[config.mk]
export PLATFORM = sky130hd
export DESIGN_NAME = wb_uart
export DESIGN_NICKNAME = d
export VERILOG_FILES = /design/src/rtl/uart_pkg.sv /design/src/rtl/uart_fifo.sv /design/src/rtl/wb_uart.sv
export SDC_FILE = /design/constraint.sdc
export NUM_CORES = 1
export LEC_CHECK = 0
export CAP_MARGIN = 20
export CORE_ASPECT_RATIO = 1.2
export CORE_MARGIN = 4
export CORE_UTILIZATION = 30
export DETAILED_ROUTE_END_ITERATION = 16
export GPL_TIMING_DRIVEN = 0
export HOLD_SLACK_MARGIN = 0.02
export PLACE_DENSITY_LB_ADDON = 0.25
export SYNTH_ARGS = -nofsm -noshare
export SYNTH_HDL_FRONTEND = slang
export SYNTH_SLANG_ARGS = --single-unit
[constraint.sdc]
create_clock -name clk -period 3.87 [get_ports clk]
set_clock_uncertainty 0.2 [all_clocks]
set_input_delay 0.774 -clock clk [delete_from_list [all_inputs] [get_ports clk]]
set_output_delay 0.774 -clock clk [all_outputs]
set_load 0.02 [all_outputs]
[src/rtl/uart_pkg.sv]
// Shared definitions for the Wishbone UART: register map, STATUS bit layout,
// transmitter/receiver state encodings and the bit-period clamp helper.
package uart_pkg;

  localparam logic [1:0] REG_DATA   = 2'd0;
  localparam logic [1:0] REG_STATUS = 2'd1;
  localparam logic [1:0] REG_DIV    = 2'd2;
  localparam logic [1:0] REG_IRQ_EN = 2'd3;

  localparam int ST_RX_EMPTY  = 0;
  localparam int ST_RX_FULL   = 1;
  localparam int ST_TX_EMPTY  = 2;
  localparam int ST_TX_FULL   = 3;
  localparam int ST_TX_BUSY   = 4;
  localparam int ST_RX_OVR    = 5;
  localparam int ST_FRAME_ERR = 6;
  localparam int ST_TX_OVF    = 7;
  localparam int ST_RX_CNT    = 8;

  localparam int MIN_DIV_DEF = 16;

  typedef enum logic [1:0] {TX_IDLE, TX_START, TX_DATA, TX_STOP} tx_state_t;
  typedef enum logic [2:0] {RX_IDLE, RX_START, RX_DATA, RX_STOP, RX_WAIT_HIGH} rx_state_t;

  function automatic logic [15:0] eff_period(input logic [15:0] div, input logic [15:0] min_div);
    return (div < min_div) ? min_div : div;
  endfunction

endpackage

[src/rtl/uart_fifo.sv]
// Synchronous FIFO with combinational head data; occupancy visible the cycle after a push/pop.
// No backpressure beyond flags: push when full and pop when empty are ignored.
module uart_fifo #(
  parameter int W  = 8,
  parameter int AW = 4
) (
  input  logic          i_clk,
  input  logic          i_rst_n,
  input  logic          i_push,
  input  logic [W-1:0]  i_wdat,
  input  logic          i_pop,
  output logic [W-1:0]  o_rdat,
  output logic          o_full,
  output logic          o_empty,
  output logic [AW:0]   o_count
);
  localparam int DEPTH = 1 << AW;
  localparam logic [AW:0] FULL_CNT = (AW+1)'(DEPTH);

  logic [W-1:0]  r_mem [DEPTH];
  logic [AW-1:0] r_wptr;
  logic [AW-1:0] r_rptr;
  logic [AW:0]   r_count;
  logic          w_push;
  logic          w_pop;

  assign o_full  = (r_count == FULL_CNT);
  assign o_empty = (r_count == '0);
  assign o_count = r_count;
  assign o_rdat  = r_mem[r_rptr];
  assign w_push  = i_push & ~o_full;
  assign w_pop   = i_pop & ~o_empty;

  always_ff @(posedge i_clk) begin
    if (w_push) r_mem[r_wptr] <= i_wdat;
  end

  always_ff @(posedge i_clk or negedge i_rst_n) begin
    if (!i_rst_n) begin
      r_wptr  <= '0;
      r_rptr  <= '0;
      r_count <= '0;
    end else begin
      if (w_push) r_wptr <= r_wptr + AW'(1);
      if (w_pop)  r_rptr <= r_rptr + AW'(1);
      case ({w_push, w_pop})
        2'b10:   r_count <= r_count + (AW+1)'(1);
        2'b01:   r_count <= r_count - (AW+1)'(1);
        default: r_count <= r_count;
      endcase
    end
  end

endmodule

[src/rtl/wb_uart.sv]
// Wishbone UART slave with 8N1 TX/RX and 16-entry FIFOs; ack one cycle after each access.
// No stall path: writes to a full TX FIFO and frames into a full RX FIFO are dropped and flagged.
module wb_uart
  import uart_pkg::*;
#(
  parameter int          FIFO_AW     = 4,
  parameter logic [15:0] DEFAULT_DIV = 16'd1736,
  parameter int          MIN_DIV     = MIN_DIV_DEF
) (
  input  logic        clk,
  input  logic        resetn,
  input  logic        wb_stb_i,
  input  logic        wb_cyc_i,
  input  logic        wb_we_i,
  input  logic [13:0] wb_adr_i,
  input  logic [1:0]  wb_sel_i,
  input  logic [15:0] wb_dat_i,
  output logic [15:0] wb_dat_o,
  output logic        wb_ack_o,
  input  logic        uart_rxd,
  output logic        uart_txd,
  output logic        irq
);
  logic        r_ack, r_irq, r_rx_ovr, r_frame_err, r_tx_ovf;
  logic [15:0] r_dat, r_div;
  logic [1:0]  r_irq_en;
  tx_state_t   r_tx_st;
  rx_state_t   r_rx_st;
  logic        r_txd, r_rx_s1, r_rx_s2, r_rx_prev;
  logic [7:0]  r_tx_sh, r_rx_sh;
  logic [15:0] r_tx_per, r_tx_cnt, r_rx_per, r_rx_cnt;
  logic [2:0]  r_tx_bit, r_rx_bit;

  logic        w_acc, w_wr, w_rd, w_tx_push, w_tx_pop, w_rx_pop, w_rx_push, w_rx_stop_smp;
  logic        w_tx_full, w_tx_empty, w_rx_full, w_rx_empty;
  logic [7:0]  w_tx_dat, w_rx_dat;
  logic [FIFO_AW:0] w_tx_cnt, w_rx_cnt;
  logic [1:0]  w_adr;
  logic [15:0] w_per, w_status, w_rdata;
  logic        w_unused;

  assign w_unused  = &{1'b0, wb_sel_i, wb_adr_i[13:2], w_tx_cnt};
  assign w_adr     = wb_adr_i[1:0];
  assign w_acc     = wb_stb_i & wb_cyc_i & ~r_ack;
  assign w_wr      = w_acc & wb_we_i;
  assign w_rd      = w_acc & ~wb_we_i;
  assign w_per     = eff_period(r_div, 16'(MIN_DIV));
  assign w_tx_push = w_wr & (w_adr == REG_DATA);
  assign w_rx_pop  = w_rd & (w_adr == REG_DATA) & ~w_rx_empty;
  assign w_tx_pop  = ~w_tx_empty & ((r_tx_st == TX_IDLE) | ((r_tx_st == TX_STOP) & (r_tx_cnt == '0)));
  assign w_rx_stop_smp = (r_rx_st == RX_STOP) & (r_rx_cnt == '0);
  assign w_rx_push = w_rx_stop_smp & r_rx_s2;

  assign wb_ack_o = r_ack;
  assign wb_dat_o = r_dat;
  assign uart_txd = r_txd;
  assign irq      = r_irq;

  uart_fifo #(.W(8), .AW(FIFO_AW)) u_tx_fifo (
    .i_clk(clk), .i_rst_n(resetn), .i_push(w_tx_push), .i_wdat(wb_dat_i[7:0]), .i_pop(w_tx_pop),
    .o_rdat(w_tx_dat), .o_full(w_tx_full), .o_empty(w_tx_empty), .o_count(w_tx_cnt));

  uart_fifo #(.W(8), .AW(FIFO_AW)) u_rx_fifo (
    .i_clk(clk), .i_rst_n(resetn), .i_push(w_rx_push), .i_wdat(r_rx_sh), .i_pop(w_rx_pop),
    .o_rdat(w_rx_dat), .o_full(w_rx_full), .o_empty(w_rx_empty), .o_count(w_rx_cnt));

  always_comb begin
    w_status = '0;
    w_status[ST_RX_EMPTY]     = w_rx_empty;
    w_status[ST_RX_FULL]      = w_rx_full;
    w_status[ST_TX_EMPTY]     = w_tx_empty;
    w_status[ST_TX_FULL]      = w_tx_full;
    w_status[ST_TX_BUSY]      = (r_tx_st != TX_IDLE);
    w_status[ST_RX_OVR]       = r_rx_ovr;
    w_status[ST_FRAME_ERR]    = r_frame_err;
    w_status[ST_TX_OVF]       = r_tx_ovf;
    w_status[ST_RX_CNT +: 5]  = 5'(w_rx_cnt);
    case (w_adr)
      REG_DATA:   w_rdata = w_rx_empty ? 16'h0000 : {8'h00, w_rx_dat};
      REG_STATUS: w_rdata = w_status;
      REG_DIV:    w_rdata = r_div;
      default:    w_rdata = {14'h0000, r_irq_en};
    endcase
  end

  always_ff @(posedge clk or negedge resetn) begin
    if (!resetn) begin
      r_ack <= 1'b0; r_dat <= '0; r_div <= DEFAULT_DIV; r_irq_en <= '0; r_irq <= 1'b0;
      r_rx_ovr <= 1'b0; r_frame_err <= 1'b0; r_tx_ovf <= 1'b0;
    end else begin
      r_ack <= w_acc;
      r_irq <= (r_irq_en[0] & ~w_rx_empty) | (r_irq_en[1] & w_tx_empty);
      if (w_acc) r_dat <= wb_we_i ? 16'h0000 : w_rdata;
      if (w_wr && w_adr == REG_DIV)    r_div    <= wb_dat_i;
      if (w_wr && w_adr == REG_IRQ_EN) r_irq_en <= wb_dat_i[1:0];
      // Clear before set so an event in the same cycle as a W1C is not lost.
      if (w_wr && w_adr == REG_STATUS) begin
        if (wb_dat_i[ST_RX_OVR])    r_rx_ovr    <= 1'b0;
        if (wb_dat_i[ST_FRAME_ERR]) r_frame_err <= 1'b0;
        if (wb_dat_i[ST_TX_OVF])    r_tx_ovf    <= 1'b0;
      end
      if (w_tx_push && w_tx_full)        r_tx_ovf    <= 1'b1;
      if (w_rx_push && w_rx_full)        r_rx_ovr    <= 1'b1;
      if (w_rx_stop_smp && !r_rx_s2)     r_frame_err <= 1'b1;
    end
  end

  always_ff @(posedge clk or negedge resetn) begin
    if (!resetn) begin
      r_tx_st <= TX_IDLE; r_txd <= 1'b1; r_tx_sh <= '0; r_tx_per <= '0; r_tx_cnt <= '0; r_tx_bit <= '0;
    end else if (w_tx_pop) begin
      r_tx_st  <= TX_START;
      r_txd    <= 1'b0;
      r_tx_sh  <= w_tx_dat;
      r_tx_per <= w_per;
      r_tx_cnt <= w_per - 16'd1;
    end else begin
      case (r_tx_st)
        TX_IDLE: r_txd <= 1'b1;
        TX_START, TX_DATA: begin
          if (r_tx_cnt == '0) begin
            r_tx_cnt <= r_tx_per - 16'd1;
            if (r_tx_st == TX_DATA && r_tx_bit == 3'd7) begin
              r_tx_st <= TX_STOP;
              r_txd   <= 1'b1;
            end else begin
              r_tx_bit <= (r_tx_st == TX_START) ? 3'd0 : r_tx_bit + 3'd1;
              r_tx_st  <= TX_DATA;
              r_txd    <= r_tx_sh[0];
              r_tx_sh  <= {1'b0, r_tx_sh[7:1]};
            end
          end else r_tx_cnt <= r_tx_cnt - 16'd1;
        end
        default: begin
          if (r_tx_cnt == '0) r_tx_st <= TX_IDLE;
          else                r_tx_cnt <= r_tx_cnt - 16'd1;
        end
      endcase
    end
  end

  always_ff @(posedge clk or negedge resetn) begin
    if (!resetn) begin
      r_rx_st <= RX_IDLE; r_rx_s1 <= 1'b1; r_rx_s2 <= 1'b1; r_rx_prev <= 1'b1;
      r_rx_sh <= '0; r_rx_per <= '0; r_rx_cnt <= '0; r_rx_bit <= '0;
    end else begin
      r_rx_s1   <= uart_rxd;
      r_rx_s2   <= r_rx_s1;
      r_rx_prev <= r_rx_s2;
      case (r_rx_st)
        RX_IDLE: if (r_rx_prev && !r_rx_s2) begin
          r_rx_st  <= RX_START;
          r_rx_per <= w_per;
          r_rx_cnt <= (w_per >> 1) - 16'd1;
        end
        RX_START, RX_DATA, RX_STOP: begin
          if (r_rx_cnt == '0) begin
            r_rx_cnt <= r_rx_per - 16'd1;
            if (r_rx_st == RX_START) begin
              r_rx_st  <= r_rx_s2 ? RX_IDLE : RX_DATA;
              r_rx_bit <= 3'd0;
            end else if (r_rx_st == RX_DATA) begin
              r_rx_sh  <= {r_rx_s2, r_rx_sh[7:1]};
              r_rx_bit <= r_rx_bit + 3'd1;
              if (r_rx_bit == 3'd7) r_rx_st <= RX_STOP;
            end else r_rx_st <= r_rx_s2 ? RX_IDLE : RX_WAIT_HIGH;
          end else r_rx_cnt <= r_rx_cnt - 16'd1;
        end
        default: if (r_rx_s2) r_rx_st <= RX_IDLE;
      endcase
    end
  end

endmodule
==> results of run 1 <==
## cell type report
type / instances / share of cell area (%)
sequential: 416 / 53.8
multi-input combinational: 819 / 30.2
clock buffer: 62 / 5.70
tap: 808 / 4.65
timing repair buffer: 57 / 2.54
buffer: 71 / 1.46
clock inverter: 20 / 1.16
inverter: 26 / 0.449
## cells in the final DEF (no fill, tap or decap), types with 8 or more instances in the layout
cell / n
nor2_1: 82
clkbuf_16: 44
clkdlybuf4s50_1: 41
inv_1: 26
and2_1: 23
buf_2: 8
or3_1: 10
a21oi_1: 48
edfxtp_1: 256
xnor2_1: 27
dfrtp_1: 150
a22o_1: 8
nor3_1: 26
dfstp_2: 9
mux2_2: 42
nand2_1: 165
xor2_1: 26
buf_4: 9
mux4_2: 80
mux2i_1: 11
buf_1: 18
nor4_1: 15
o31ai_1: 12
a21o_1: 8
nand4_1: 12
o21ai_0: 75
clkbuf_1: 53
ha_1: 30
## stage by stage
step           setup slack (ns)  power [W]  hold slack [ns]  cells  util [%]
2_1_floorplan            0.0236    0.00896            0.145   1333         -
3_3_place_gp              -5.54     0.0103            0.150   2183      32.7
3_5_place_dp             -0.853     0.0103            0.149   2189      32.8
4_1_cts                 0.00429     0.0148            0.157   2273      35.4
5_1_grt                -0.00406     0.0156            0.158   2279      35.6
6_report                  0.182     0.0147            0.157   2279      35.6
## worst reg2reg max path: cells and delay by family, from the launching register on
kind            cells  cell delay (ns)
simple gates        4             0.99
compound gates      3             0.39
xor+xnor            2             0.29
flops               1             0.41
fa+ha+maj           2             0.62
buf+inv             6             0.69
## registers in the layout, summed over array words and instances, names as in the netlist, 16 cells and up
| register | cells |
|---|---|
| u_rx_fifo.r_mem | 128 |
| u_tx_fifo.r_mem | 128 |
| r_div | 16 |
| r_rx_cnt | 16 |
| r_rx_per | 16 |
| r_tx_cnt | 16 |
| r_tx_per | 16 |
| wb_dat_o | 16 |
## logic make-up (layout without fill, tap and decap cells)
family / count (synthesis) / count (layout) / synth area share (%)
adder cells (fa/ha/maj): 33 / 33 / 2.31
AO/OA/AOI/OAI: 210 / 210 / 7.22
AND/OR/NAND/NOR: 390 / 390 / 9.92
buffers and inverters: 98 / 236 / 2.10
flip-flops: 416 / 416 / 63.1
multiplexers: 133 / 133 / 12.9
XOR/XNOR: 53 / 53 / 2.50
## what timing repair did
item,in CTS,in global routing
endpoints found under the setup margin,93,96
pin swaps,3,2
gates resized for setup,17,13
hold endpoints to repair,7,0
cloned,0,0
hold buffers,1,0
setup buffers,1,7
## per-layer routing
layer  wire, µm  share of wire (%)  vias to the layer above  track usage, %
met2      22800                 48                      263            23.9
met3       2280                4.8                       66            2.74
met1      21200                 45                     5862            19.2
li1           -                  -                     5228               -
met5          0                  0                        -               0
met4       1060                2.2                        0            3.80
## worst paths after layout
kind | slack, ns | start | end
max in group asynchronous | 1.99 | resetn | r_div[9]
min in group asynchronous | 0.56 | resetn | r_rx_sh[5]
setup / recovery | 0.18 | r_tx_cnt[9] | u_tx_fifo.o_count[4]
setup reg to reg | 0.18 | r_tx_cnt[9] | u_tx_fifo.o_count[4]
hold / removal | 0.16 | r_rx_s1 | r_rx_s2
hold reg to reg | 0.16 | r_rx_s1 | r_rx_s2
## power by group through the flow
stage	Sequential (W)	Combinational, W	Clock, W
global route	0.00594	0.00495	0.00467
finish	0.00588	0.00445	0.00436
floorplan	0.00576	0.00319	0
global placement	0.00592	0.00434	0
CTS	0.00586	0.00446	0.00449
detailed placement	0.00593	0.00441	0
==> flow_metrics.py, run 1 <==
metrics = {
    "pwr": {
        "comb_power_share_pct": 30.3,
        "power.share.clock_pct": 29.7,
        "powerDensity_nw_per_um2": 675,
        "swShare_pct": 33.6,
        "switchingPower_w": 0.00493,
        "internal-power_w": 0.00975,
        "peakVddDrop_uv": 319,
        "p_leak_nw": 7.95,
        "pwr-share-seq_pct": 40.0,
    },
    "synth": {
        "synth_edf_count": 256,
        "synth_cell_types": 68,
        "synth_area_um2": 18500,
        "synth_most_common_cell": "edfxtp_1",
        "ys_ff_latch": 416,
        "syn_area_per_cell_um2": 13.9,
        "async_reset_ff_share_pct": 38.5,
        "ys_seq_area_share_pct": 63.1,
        "synth_top_cells_by_count": "256 x edfxtp_1, 165 x nand2_1, 151 x dfrtp_1",
        "synth_top_area_cell": "edfxtp_1",
        "ys.flop_type": "edfxtp_1",
        "synth_nets": 1404,
        "ys_top_cells_by_area": "edfxtp_1 41%, dfrtp_1 20%, mux4_2 9.7%",
        "synth_warnings": 0,
        "synth_top_area_share_pct": 41.4,
        "synth_cells": 1333,
    },
    "drt": {
        "drt_first_pass_iters": 5,
        "vias_per_cell": 5.01,
        "routed_wl_mm": 47.4,
        "wl_per_cell_um": 20.8,
        "via_count": 11419,
        "first_iter_violations": 751,
        "ant_nets": 0,
        "drc": 0,
    },
    "grt": {
        "antenna_found_initial": 0,
        "overflow": 0,
        "grt_pass1_vias": 11651,
        "grt_usage_pct": 14.3,
        "grt_pass1_wl_mm": 73.0,
        "grt_start_max_net_pins": 87,
    },
    "clocking": {
        "cts_buffers": 44,
        "cts_tree": "yes",
        "htreeDepth": 2,
        "cts_buffer_depth": 3,
        "cts_root_buf": "clkbuf_16",
        "clk_latency_ns": 0.60,
        "cts.sinks": 416,
        "path_clk_slew_ns": 0.06,
    },
    "die": {
        "die_w_um": 235,
        "rows": 99,
        "io_pins": 57,
        "coreArea_um2": 61100,
        "start_util_pct": 30.4,
        "die_y_um": 280,
        "die-area_um2": 65900,
    },
    "cells_and_area": {
        "regArea_um2": 11700,
        "drive_gt1_share_pct": 16.9,
        "multiInputGateArea_um2": 6570,
        "area_delta_synth_final_pct": 17.2,
        "nNetsFinal": 1506,
        "fin_area_um2": 21700,
        "fillers": 5882,
        "diodes": 0,
    },
    "place": {
        "portBuffers": 42,
        "dp_hpwl_mm": 32.2,
        "place_congestion": 0.841,
        "postPlaceCellArea_um2": 20000,
    },
    "critical_path": {
        "crit_family": "simple AND/OR/NAND/NOR gates",
        "cp-end-kind": "register",
        "path_class": "reg -> reg",
        "slowest_stage": "or4_4",
        "cp_num_buf_inv": 6,
        "cp.depth": 17,
        "cp-start-kind": "register",
        "crit_chain": "or4_4 > nor3_4 > nand3_4 > o21a_1 > buf_4 > inv_1 > buf_6 > buf_12 > ha_4 > inv_1 > fa_1 > inv_1 > a21o_1 > a21oi_1 > xnor2_1 > nor2_1 > xor2_1",
        "cpMostUsedCell": "inv_1",
        "slowest_delay_ns": 0.58,
        "crit_fanout": 10,
        "cp_data_arrival_time_ns": 3.95,
        "required_ns": 4.13,
        "reg2regPathDepth": 17,
    },
    "sta": {
        "fin_crit_ns": 3.69,
        "finalCritPeriodShare_pct": 95.3,
        "hold_viol_final": 0,
        "slew_violations": 0,
        "fin_setup_tns_ns": 0,
        "tightest_slew_ns": 0.977,
        "fmax_mhz": 271,
        "setup_viol": 0,
        "max_slew_margin_pct": 34.2,
    },
    "status": {
        "status": "completed",
    },
    "flow_run": {
        "cap_violations": 0,
    },
    "min_path": {
        "hold_class": "reg -> reg",
        "hold_depth": 0,
    },
}
Power figures use the tool's default switching activity.
==> run 2: changes to the inputs <==
--- a/config.mk
+++ b/config.mk
@@ -5,6 +5,7 @@
 export SDC_FILE = /design/constraint.sdc
 export NUM_CORES = 1
 export LEC_CHECK = 0
+export ABC_AREA = 1
 export CAP_MARGIN = 20
 export CORE_ASPECT_RATIO = 1.2
 export CORE_MARGIN = 4
==> flow_metrics.py, run 2 <==
metrics = {
    "sta": {
        "finalCritPeriodShare_pct": 93.3,
        "hold_viol_final": 0,
        "fin_setup_tns_ns": 0,
        "tightest_slew_ns": 1.14,
        "fin_crit_ns": 3.61,
        "fmax_mhz": 277,
        "setup_viol": 0,
        "max_slew_margin_pct": 23.7,
        "rsz0062_at_grt": "no",
        "slew_violations": 0,
    },
    "place": {
        "dp.cells": 2789,
        "dp_hpwl_mm": 39.1,
        "portBuffers": 42,
        "place_congestion": 0.897,
        "postPlaceCellArea_um2": 20700,
    },
    "cells_and_area": {
        "diodes": 0,
        "final_util_pct": 35.1,
        "drive_gt1_share_pct": 8.00,
        "reg_top3": "u_rx_fifo.r_mem x128, u_tx_fifo.r_mem x128",
        "layout_common_cells": "331 x nand2_1, 266 x nor2_1, 256 x edfxtp_1, 221 x o21ai_0, 151 x dfrtp_1",
        "area_delta_synth_final_pct": 15.8,
        "fin_cells": 2874,
        "final_common_cell": "nand2_1",
        "fillers": 6408,
        "fin_area_um2": 22300,
        "nNetsFinal": 2084,
    },
    "clocking": {
        "cts_buffers": 45,
        "cts.sinks": 416,
        "cts_buffer_depth": 3,
        "htreeDepth": 2,
        "clk_latency_ns": 0.60,
        "cts_root_buf": "clkbuf_16",
        "cts_tree": "yes",
        "path_clk_slew_ns": 0.06,
    },
    "synth": {
        "synth_edf_count": 256,
        "synth_cells": 1922,
        "synth_most_common_cell": "nand2_1",
        "ys_seq_area_share_pct": 60.9,
        "syn_area_per_cell_um2": 10.0,
        "async_reset_ff_share_pct": 38.5,
        "synth_area_um2": 19200,
        "ys_ff_latch": 416,
        "synth_top_cells_by_count": "331 x nand2_1, 267 x nor2_1, 256 x edfxtp_1",
        "synth_nets": 1993,
        "synth_top_area_cell": "edfxtp_1",
        "synth_warnings": 0,
        "synth_cell_types": 58,
        "synth_top_area_share_pct": 40.0,
        "ys_top_cells_by_area": "edfxtp_1 40%, dfrtp_1 20%, nand2_1 6.5%",
        "ys.flop_type": "edfxtp_1",
    },
    "drt": {
        "routed_wl_mm": 55.8,
        "via_count": 14466,
        "drt_first_pass_iters": 5,
        "wl_per_cell_um": 19.4,
        "ant_nets": 0,
        "first_iter_violations": 1177,
        "drc": 0,
        "vias_per_cell": 5.03,
    },
    "critical_path": {
        "reg2regPathDepth": 18,
        "crit_chain": "inv_1 > ha_1 > nand3_1 > nor2_1 > nand4_2 > nand2_2 > inv_2 > nor2_4 > buf_2 > ha_1 > inv_1 > fa_1 > nor2_1 > a211oi_1 > nand2_1 > nand2_1 > nor2_1 > xor2_1",
        "r2r_slack_ns": 0.26,
        "crit_fanout": 10,
        "required_ns": 4.20,
        "slowest_stage": "fa_1",
        "worstReg2RegStart": "r_tx_cnt[0]",
        "slowest_delay_ns": 0.45,
        "cp-start-kind": "register",
        "cp_data_arrival_time_ns": 3.94,
        "crit_path_end": "u_tx_fifo.o_count[4]",
        "crit_path_start": "r_tx_cnt[0]",
        "cpMostUsedCell": "nor2_1",
        "path_class": "reg -> reg",
        "cp-end-kind": "register",
        "r2r-end": "u_tx_fifo.o_count[4]",
    },
    "status": {
        "status": "completed",
    },
    "pwr": {
        "power.share.clock_pct": 27.4,
        "peakVddDrop_uv": 344,
        "switchingPower_w": 0.00657,
        "finalPower_w": 0.0164,
        "swShare_pct": 40.0,
        "powerDensity_nw_per_um2": 739,
        "internal-power_w": 0.00987,
        "p_leak_nw": 8.62,
        "pwr-share-seq_pct": 35.9,
        "comb_power_share_pct": 36.7,
    },
    "grt": {
        "grt_usage_pct": 16.0,
        "grt_pass1_wl_mm": 85.0,
        "grt_pass1_vias": 14459,
        "overflow": 0,
        "antenna_found_initial": 0,
        "grt_start_max_net_pins": 82,
    },
    "min_path": {
        "hold_depth": 0,
        "hold_class": "reg -> reg",
    },
    "flow_run": {
        "cap_violations": 0,
    },
    "die": {
        "io_pins": 57,
        "die-area_um2": 68200,
        "rows": 101,
        "coreArea_um2": 63400,
        "die_w_um": 239,
        "start_util_pct": 30.3,
        "die_y_um": 285,
    },
}
run 2: changes by cell type in the layout (fill, tap and decap cells not counted), sizes merged, moves of 23 or more:
cell   change
o22ai     +45
mux2      -38
and2      -23
mux4      -80
inv      +111
nand3    +113
nand2    +181
nor2     +202
o21ai    +162
run 2: worst min-delay path by stage:
| stage | from | end |
|---|---|---|
| 2_1_floorplan | r_rx_s1 | r_rx_s2 |
| 3_3_place_gp | r_rx_s1 | r_rx_s2 |
| 3_5_place_dp | r_rx_s1 | r_rx_s2 |
| 4_1_cts | r_rx_s1 | r_rx_s2 |
| 5_1_grt | r_rx_s1 | r_rx_s2 |
| 6_report | r_rx_s1 | r_rx_s2 |
run 2: cell type report:
cell class | count | area [µm²] | share of cell area (%)
clock buffers | 57 | 1180 | 5.31
repair buffers | 44 | 463 | 2.08
multi-input cells | 1287 | 6650 | 29.9
inverters | 143 | 539 | 2.42
clock inverters | 27 | 354 | 1.59
plain buffers | 76 | 337 | 1.51
flip-flops and latches | 416 | 11700 | 52.6
well taps | 824 | 1030 | 4.63
run 2: worst max-delay path, delay by kind of cell (launching register included):
kind                       cells  cell delay [ns]
and+or+nand+nor                9             1.09
xor gates and xnor gates       1             0.14
DFF                            1             0.37
AOI/OAI and AO/OA              1             0.07
buffers and inverters          4             0.69
adders and majority gates      3             1.00
run 2: cell families after synthesis:
group                      share of synthesized area [%]
and+or+nand+nor                                     17.9
xor gates and xnor gates                            1.87
AOI/OAI and AO/OA                                   12.4
muxes                                              0.234
buffers and inverters                               4.56
DFF                                                 60.9
adders and majority gates                           2.23
run 2: power by group through the flow:
stage / sequential (W) / combinational [W] / clock [W]
6_report: 0.00591 / 0.00603 / 0.00450
5_1_grt: 0.00597 / 0.00672 / 0.00477
2_1_floorplan: 0.00582 / 0.00409 / 0
3_3_place_gp: 0.00598 / 0.00592 / 0
4_1_cts: 0.00590 / 0.00604 / 0.00460
3_5_place_dp: 0.00598 / 0.00602 / 0
run 2: what timing repair did:
| action | 4_1_cts | 5_1_grt |
|---|---|---|
| hold buffers | 1 | 0 |
| setup endpoints to repair | 0 | 2 |
| endpoints found under the hold margin | 16 | 0 |
| gates resized for setup | 0 | 3 |
| buffers inserted | 0 | 0 |
run 2: metrics by stage:
step                      hold slack [ns]  setup slack [ns]
after floorplan                     0.145             0.694
after global placement              0.154             -5.55
after detailed placement            0.148            -0.592
after CTS                           0.157            0.0406
after global routing                0.164            0.0106
final                               0.156             0.258
run 2: routing by layer:
layer	global-route usage [%]	up-vias	wire (µm)
met5	0	-	0
met4	5.46	0	1680
met3	2.41	85	3060
met2	27.3	386	27200
met1	20.9	7143	23900
li1	-	6852	-
==> run 3: changes to the inputs <==
--- a/config.mk
+++ b/config.mk
@@ -16,4 +16,5 @@
 export PLACE_DENSITY_LB_ADDON = 0.25
 export SYNTH_ARGS = -nofsm -noshare
 export SYNTH_HDL_FRONTEND = slang
+export SYNTH_HIERARCHICAL = 1
 export SYNTH_SLANG_ARGS = --single-unit
==> flow_metrics.py, run 3 <==
metrics = {
    "place": {
        "place_congestion": 0.853,
        "portBuffers": 40,
        "dp.cells": 3191,
        "dp_hpwl_mm": 39.8,
        "postPlaceCellArea_um2": 21800,
        "place_ws_ns": -1.11,
    },
    "drt": {
        "wl_per_cell_um": 17.0,
        "drc": 0,
        "vias_per_cell": 4.62,
        "first_iter_violations": 919,
        "via_count": 15120,
        "routed_wl_mm": 55.7,
        "ant_nets": 0,
        "drt_first_pass_iters": 5,
    },
    "die": {
        "rows": 104,
        "die_y_um": 293,
        "start_util_pct": 30.3,
        "io_pins": 57,
        "die-area_um2": 71800,
        "die_w_um": 245,
        "coreArea_um2": 67000,
    },
    "synth": {
        "synth_top_cells_by_count": "725 x nand2_1, 256 x edfxtp_1, 239 x nor2_1",
        "ys_seq_area_share_pct": 57.7,
        "synthAdderAreaFrac_pct": 2.05,
        "ys.flop_type": "edfxtp_1",
        "synth_nets": 2319,
        "synth_cell_types": 52,
        "synthXorXnorAreaFrac_pct": 1.90,
        "synth_most_common_cell": "nand2_1",
        "synth_cells": 2249,
        "ys_top_cells_by_area": "edfxtp_1 38%, dfrtp_1 19%, nand2_1 13%",
        "syn_area_per_cell_um2": 9.02,
        "synth_edf_count": 256,
        "synth_top_area_cell": "edfxtp_1",
        "synth_top_family_by_area": "simple AND/OR/NAND/NOR gates",
        "synth-simple-area-share_pct": 26.0,
        "async_reset_ff_share_pct": 38.5,
        "ys_ff_latch": 416,
        "synth_top_area_share_pct": 37.9,
        "synth_area_um2": 20300,
        "synth_warnings": 6,
        "synth_compound_area_share_pct": 5.43,
        "yosys-mux-area-fraction_pct": 0.222,
    },
    "pwr": {
        "swShare_pct": 34.6,
        "powerDensity_nw_per_um2": 570,
        "internal-power_w": 0.00870,
        "pwr-share-seq_pct": 41.5,
        "peakVddDrop_uv": 367,
        "power.share.clock_pct": 31.9,
        "p_leak_nw": 10.2,
        "comb_power_share_pct": 26.6,
        "switchingPower_w": 0.00460,
    },
    "sta": {
        "worst_hold_slack_ns": 0.196,
        "setup_viol": 0,
        "hold_viol_final": 0,
        "finalCritPeriodShare_pct": 91.5,
        "slew_violations": 0,
        "fmax_mhz": 282,
        "tightest_slew_ns": 0.920,
        "fin_setup_tns_ns": 0,
        "rsz0062_at_grt": "no",
        "max_slew_margin_pct": 38.5,
        "fin_crit_ns": 3.54,
        "layout_setup_ws_ns": 0.327,
    },
    "status": {
        "status": "completed",
    },
    "clocking": {
        "cts_buffers": 45,
        "cts_tree": "yes",
        "cts.sinks": 416,
        "clk_latency_ns": 0.59,
        "path_clk_slew_ns": 0.06,
        "htreeDepth": 2,
        "post_cts_buffers": 0,
        "cts_root_buf": "clkbuf_16",
        "cts_buffer_depth": 3,
    },
    "min_path": {
        "hold_depth": 0,
        "hold_path_end": "r_rx_s2",
        "hp-start": "r_rx_s1",
        "hold_class": "reg -> reg",
    },
    "cells_and_area": {
        "drive_gt1_share_pct": 9.60,
        "area_delta_synth_final_pct": 15.1,
        "fin_cells": 3276,
        "nNetsFinal": 2407,
        "layout_common_cells": "724 x nand2_1, 256 x edfxtp_1, 238 x nor2_1, 226 x inv_1, 168 x nand3_1",
        "final_common_cell": "nand2_1",
        "fin_area_um2": 23300,
        "reg_top3": "u_rx_fifo/r_mem x128, u_tx_fifo/r_mem x128",
    },
    "critical_path": {
        "cpMostUsedCell": "nand2_1",
        "slowest_stage": "clkdlybuf4s50_1",
        "reg2regPathDepth": 21,
        "required_ns": 4.14,
        "path_class": "in -> reg",
        "cp-start-kind": "input port",
        "crit_fanout": 10,
        "r2r-end": "u_tx_fifo/o_count[4]",
        "cp_data_arrival_time_ns": 3.81,
        "r2r_slack_ns": 0.43,
        "cp-end-kind": "register",
        "slowest_delay_ns": 0.45,
        "worstReg2RegStart": "r_tx_cnt[0]",
        "crit_chain": "clkdlybuf4s50_1 > nand2_1 > nor2_4 > inv_4 > nor2_1 > buf_2 > inv_1 > nor2_1 > nand2_1 > inv_1 > ha_2 > inv_1 > fa_1 > inv_1 > nand2_1 > nand2_1 > nand2_1 > nand2_1 > nand2_1 > nand2_1 > nand2_1",
    },
    "grt": {
        "antenna_found_initial": 4,
        "grt_start_max_net_pins": 101,
        "overflow": 0,
        "grt_usage_pct": 15.5,
        "grt_pass1_vias": 15344,
        "grt_pass1_wl_mm": 87.3,
    },
    "flow_run": {
        "cap_violations": 0,
    },
}
run 3: cell types whose count changed after synthesis, moves of 19 or more:
cell / change
o22ai_1: -46
buf_2: +19
clkbuf_1: -31
o221ai_1: -22
inv_1: +102
o21ai_0: -114
nor2_1: -28
nand3_1: +49
nand2_1: +394
run 3: stage by stage:
step	util (%)	power [W]
after floorplan	-	0.00800
after detailed placement	32.6	0.00914
after CTS	34.8	0.0135
after global routing	34.8	0.0141
final	34.8	0.0133
after global placement	32.5	0.00909
run 3: cell type report:
| class | count | area, µm² |
|---|---|---|
| Tap cell | 901 | 1130 |
| Timing Repair Buffer | 42 | 443 |
| Clock inverter | 14 | 154 |
| Sequential cell | 416 | 11700 |
| Inverter | 251 | 955 |
| Antenna cell | 1 | 2.50 |
| Multi-Input combinational cell | 1508 | 7230 |
| Fill cell | 6936 | 43700 |
| Clock buffer | 70 | 1310 |
| Buffer | 73 | 409 |
run 3: worst max path at each step:
stage                           endpoint        start
floorplan           u_rx_fifo/o_count[4]     wb_stb_i
global placement     u_rx_fifo/r_wptr[3]       resetn
detailed placement  u_rx_fifo/o_count[4]     wb_cyc_i
CTS                 u_tx_fifo/o_count[4]  r_tx_cnt[0]
global route        u_rx_fifo/o_count[4]     wb_cyc_i
finish              u_rx_fifo/o_count[4]     wb_cyc_i
run 3: cells by family after synthesis:
| logic type | Yosys count |
|---|---|
| flip-flops | 416 |
| XOR/XNOR | 44 |
| buffers and inverters | 325 |
| AND/OR/NAND/NOR | 1237 |
| AO/OA/AOI/OAI | 191 |
| multiplexers | 4 |
| adder cells (fa/ha/maj) | 32 |
run 3: routing by layer:
metal	part of all wire [%]	vias to the layer above	global-route usage (%)
met1	43	7243	19.7
met5	0.023	-	0
met4	3.6	2	5.62
met3	4.0	99	2.44
li1	-	7479	-
met2	49	297	26.7
run 3: repair_timing:
item,CTS,global route
resized for setup,4,10
hold endpoints to repair,55,0
hold buffers,1,0
pin swaps,0,0
setup endpoints to repair,71,6
run 3: critical path: cells and delay by family:
| kind | cells | cell delay (ns) |
|---|---|---|
| adder cells (fa/ha/maj) | 2 | 0.68 |
| AND/OR/NAND/NOR | 12 | 1.10 |
| buffers and inverters | 7 | 1.25 |
run 3: power groups by stage:
stage                     Sequential [W]  Clock (W)  Combinational [W]
after global routing             0.00557    0.00457            0.00401
after floorplan                  0.00548          0            0.00252
after CTS                        0.00551    0.00439            0.00357
final                            0.00552    0.00425            0.00353
after global placement           0.00559          0            0.00350
after detailed placement         0.00559          0            0.00355
